$ cat src/rtl/alu_seq_unit.sv
// Registered, valid/ready-handshaked 4-bit ALU with a stored carry flag for
// chaining multi-nibble additions, and a wrapping completed-operation counter.
module alu_seq_unit #(
  parameter int WIDTH = 4,
  parameter int CNT_W = 8
) (
  input  logic             clk,
  input  logic             reset,
  input  logic             in_valid,
  output logic             in_ready,
  input  logic [WIDTH-1:0] A,
  input  logic [WIDTH-1:0] B,
  input  logic             cin,
  input  logic             use_cflag,
  input  logic [1:0]       Op,
  input  logic             l,
  output logic             out_valid,
  input  logic             out_ready,
  output logic [WIDTH-1:0] R,
  output logic             z,
  output logic             c,
  output logic             s,
  output logic             c_flag,
  output logic [CNT_W-1:0] ops_done
);

  typedef enum logic {EMPTY = 1'b0, FULL = 1'b1} state_t;

  localparam logic [WIDTH:0] ONE_EXT = (WIDTH+1)'(1);

  state_t           r_state;
  state_t           w_nextState;
  logic [WIDTH-1:0] r_R;
  logic             r_z;
  logic             r_c;
  logic             r_s;
  logic             r_cFlag;
  logic [CNT_W-1:0] r_opsDone;

  logic             w_accept;
  logic             w_ci;
  logic [WIDTH:0]   w_ciExt;
  logic [WIDTH:0]   w_sum;
  logic [WIDTH-1:0] w_res;
  logic             w_carry;

  assign out_valid = (r_state == FULL);
  assign in_ready  = !out_valid || out_ready;
  assign w_accept  = in_valid && in_ready;

  assign R        = r_R;
  assign z        = r_z;
  assign c        = r_c;
  assign s        = r_s;
  assign c_flag   = r_cFlag;
  assign ops_done = r_opsDone;

  always_ff @(posedge clk or negedge reset) begin
    if (!reset) r_state <= EMPTY;
    else        r_state <= w_nextState;
  end

  always_comb begin
    w_nextState = r_state;
    case (r_state)
      EMPTY:   if (w_accept) w_nextState = FULL;
      FULL:    if (out_ready && !w_accept) w_nextState = EMPTY;
      default: w_nextState = EMPTY;
    endcase
  end

  assign w_ci    = use_cflag ? r_cFlag : cin;
  assign w_ciExt = {{WIDTH{1'b0}}, w_ci};

  // Arithmetic ops share one WIDTH+1 adder; the top bit is the carry-out.
  always_comb begin
    w_sum = '0;
    case (Op)
      2'b00:   w_sum = {1'b0, A} + w_ciExt;
      2'b01:   w_sum = {1'b0, ~A} + ONE_EXT + w_ciExt;
      2'b10:   w_sum = {1'b0, A} + {1'b0, B} + w_ciExt;
      default: w_sum = {1'b0, A} + ONE_EXT + w_ciExt;
    endcase
  end

  always_comb begin
    w_res   = w_sum[WIDTH-1:0];
    w_carry = w_sum[WIDTH];
    if (l) begin
      w_carry = 1'b0;
      case (Op)
        2'b00:   w_res = A & B;
        2'b01:   w_res = A | B;
        2'b10:   w_res = A ^ B;
        default: w_res = ~A;
      endcase
    end
  end

  // Logical ops leave the chain carry untouched so chained adds survive them.
  always_ff @(posedge clk or negedge reset) begin
    if (!reset) begin
      r_R       <= '0;
      r_z       <= 1'b0;
      r_c       <= 1'b0;
      r_s       <= 1'b0;
      r_cFlag   <= 1'b0;
      r_opsDone <= '0;
    end else if (w_accept) begin
      r_R       <= w_res;
      r_z       <= (w_res == '0);
      r_c       <= w_carry;
      r_s       <= w_res[WIDTH-1];
      r_opsDone <= r_opsDone + CNT_W'(1);
      if (!l) r_cFlag <= w_carry;
    end
  end

endmodule

$ cat config.mk
export PLATFORM = sky130hd
export DESIGN_NAME = alu_seq_unit
export DESIGN_NICKNAME = d
export VERILOG_FILES = /design/src/rtl/alu_seq_unit.sv
export SDC_FILE = /design/constraint.sdc
export NUM_CORES = 1
export LEC_CHECK = 0
export BUFFER_PORTS_ARGS = -buffer_cell sky130_fd_sc_hd__buf_2
export CAP_MARGIN = 20
export CORE_MARGIN = 5
export CORE_UTILIZATION = 48
export DETAILED_ROUTE_END_ITERATION = 8
export GPL_TIMING_DRIVEN = 0
export HOLD_SLACK_MARGIN = 0.03
export PLACE_DENSITY_LB_ADDON = 0.2
export SLEW_MARGIN = 15
export SYNTH_ARGS = -nofsm -noshare
export SYNTH_HDL_FRONTEND = slang
export SYNTH_SLANG_ARGS = --single-unit
$ cat constraint.sdc
create_clock -name clk -period 5.65 [get_ports clk]
set_input_delay 0.565 -clock clk [delete_from_list [all_inputs] [get_ports clk]]
set_output_delay 0.565 -clock clk [all_outputs]
set_load 0.05 [all_outputs]
==> summary.txt <==
Critical path
  – R2R depth: 9
  – CP Max Fanout: 3
  – Setup CP Type: primary input to flip-flop
  – Slowest stage delay, CP: 0.45 ns
  – Stages on the worst setup path: 10
  – Crit-path cells: buf_2, mux2i_1, inv_1, fa_1, fa_1, o21bai_1, a211oi_1, a311oi_1, nand2_1, o31ai_1
  – Worst Setup End Kind: flip-flop
  – Critical path arrival: 2.80 ns
  – Worst Setup Start Kind: primary input
  – Crit path max-delay family: adder cells
  – WP buf/inv: 2
  – WP data required: roughly 5.8 ns
  – Slowest CP cell: fa_1
  – Most frequent cell on the critical path: fa_1

Pwr
  – Flop pwr share: 34.3%
  – Sw frac: between 40 and 50%
  – Power Density: 315 nW/um^2
  – Leakage: approximately 0.80 nW
  – Peak VDD IR: a little under 0.3 mV
  – Comb pwr share: 51.3%
  – Final Total Pwr: 504 uW
  – P_sw: 245 uW
  – P_int: roughly 260 uW
  – Clock Power Share: 14.4%

Detailed routing
  – Iter 0 DRT Violations: 45
  – Drt first pass iters: 4
  – Vias: roughly 1200
  – Mean routed wirelength per cell: 13.9 um
  – Routed Antenna Nets: 0
  – DRC viols: 0
  – Post-Route WL: 3100 um
  – Vias/cell: between 5 and 6

Die
  – Die outline area: 3990 um^2
  – Core area: 2730 um^2
  – Die H: between 60 and 70 um
  – Top Ports: 35
  – Core Rows: 19
  – Starting density of the core: between 40 and 50%
  – Die W: roughly 63 um

Clock tree
  – Worst-path clk slew: about 0.09 ns
  – Clock Latency Late Sink: 0.28 ns
  – TritonCTS clock tree: yes
  – CTS Buffer Depth: 2
  – TritonCTS buffer count: 3
  – # hold bufs at CTS: 0
  – H-tree lvl count: 1
  – Post-cts resize count: 0
  – Setup repair bufs after CTS: 0
  – Sink Count: 16
  – CTS Root Cell: clkbuf_4

Timing
  – Slew @ Worst Pin: around 0.44 ns
  – RSZ-0062 raised after global routing: false
  – Fmax: 0.384 GHz
  – Tmin final: 2.61 ns
  – Max-slew violations: 0
  – Worst clock skew: 0.00437 ns
  – Slew HR: 70.8%
  – Final hold vios: 0
  – Post-route clock period utilization: 46.1%
  – TNS Setup: 0 ns
  – Final setup vio count: 0

Place
  – PortBufs: 33
  – RePlAce Congestion: 0.846
  – Hpwl dp: between 2000 and 3000 um

Synth
  – Synth unique cells: 40
  – Post-synth EDFFs: 0
  – Mapped Area: 1360 um^2
  – Cells after Synth: 154
  – Syn nets: 188
  – Avg Cell Area, Syn: 8.82 um^2
  – Main synth FF type: dfrtp_1
  – Flops & latches, synth: 16
  – Async set or reset register ratio after synthesis: 100%
  – Register area share after synthesis: between 20% and 30%
  – Ys Warns: 0

Global route
  – Vias in the first global route: roughly 1300
  – Initial antenna violation count: 0
  – First-pass GRT wire length: between 5000 and 6000 um
  – Largest net degree at the start of global routing: 17
  – Total GRT Usage: 16.3%
  – Total grt overflow: 0

Finish
  – Most common cell after layout, fill and taps aside: buf_2
  – Post-layout net count: 226
  – Layout fillers: ~270
  – Layout cells sized above 1: between 20% and 30%
  – Synthesis-to-layout area growth: 17.7%
  – Ant diodes: 0
  – Util after Layout: 58.4%
  – Most frequent cells in the layout: buf_2 (35), nand2_1 (18), dfrtp_1 (16)

Hold path
  – Hold WC Path Type: primary input to asynchronous set/reset pin

Flow run
  – Max-cap violations: 0

Status
  – Outcome: finished, final reports clean
-- cell usage after synthesis (3+ instances only) --
library cell  instances  share of area [%]
nand3_1               3                1.1
nand4_1               4                1.8
clkbuf_1              3               0.83
ha_1                 15                 14
o21ai_0               7                2.6
nand2b_1              8                3.7
a21oi_1               7                2.6
xnor2_1              10                6.5
nand2_1              18                5.0
inv_1                15                4.1
nor3_1                4                1.5
dfrtp_1              16                 29
a31oi_1               3                1.4
nor2_1                5                1.4
-- layer usage --
metal  track usage (%)  part of all wire, %  vias to the layer above
met5                 0                    0                        -
met4              7.27                  2.0                        0
met3              2.13                  5.1                        6
met2              32.2                   54                       38
met1              16.6                   39                      562
li1                  -                    -                      611
-- power groups by stage --
stage / clock network, mW / registers [mW] / logic [mW]
after detailed placement: 0 / 0.176 / 0.261
final: 0.0725 / 0.173 / 0.259
after floorplan: 0 / 0.275 / 0.0937
after global placement: 0 / 0.173 / 0.256
after global routing: 0.0848 / 0.179 / 0.280
after CTS: 0.0757 / 0.173 / 0.261
-- path summary, 6_finish.rpt --
| path | start | to | slack [ns] |
|---|---|---|---|
| max | use_cflag | z$_DFFE_PN0P_ | 3.04 |
| min | reset | ops_done[1]$_DFFE_PN0P_ | 0.18 |
| max in group asynchronous | reset | ops_done[0]$_DFFE_PN0P_ | 5.22 |
| min in group clk | ops_done[7]$_DFFE_PN0P_ | ops_done[7]$_DFFE_PN0P_ | 0.47 |
| max reg2reg | c_flag$_DFFE_PN0P_ | z$_DFFE_PN0P_ | 3.05 |
| min reg2reg | ops_done[7]$_DFFE_PN0P_ | ops_done[7]$_DFFE_PN0P_ | 0.47 |
-- sequential cells by signal, summed over array words and instances (netlist names) --
| signal | flops |
|---|---|
| z | 1 |
| c | 1 |
| out_valid | 1 |
| ops_done | 8 |
| c_flag | 1 |
| R | 4 |
-- metrics by stage --
stage / area (um^2) / hold slack (ns) / setup slack, ns / instances
5_1_grt: 1600 / 0.179 / 2.77 / 222
2_1_floorplan: 1360 / 0.269 / 3.07 / 154
4_1_cts: 1600 / 0.184 / 3.01 / 222
3_5_place_dp: 1560 / 0.458 / 2.73 / 218
6_report: 1600 / 0.180 / 3.04 / 222
3_3_place_gp: 1560 / 0.457 / 2.78 / 218
-- cell families (layout without fill, tap and decap cells) --
kind of cell,count (synthesis),in the layout,synth area share (%)
compound gates,30,30,14.3
simple gates,50,50,18.9
buf+inv,25,62,7.65
flops,16,16,29.5
fa+ha+maj,17,17,16.8
mux,6,6,6.45
xor+xnor,10,10,6.45
-- layout make-up --
cell class                      instances  area [um^2]  area share (%)
Clock buffer                            4         36.3            2.27
Sequential cell                        16          400            25.1
Timing Repair Buffer                   33          165            10.3
Inverter                               17         63.8            3.99
Buffer                                  8         40.0            2.51
Tap cell                               31         38.8            2.43
Multi-Input combinational cell        113          853            53.4
No activity file was read; power rests on OpenSTA's default activity.
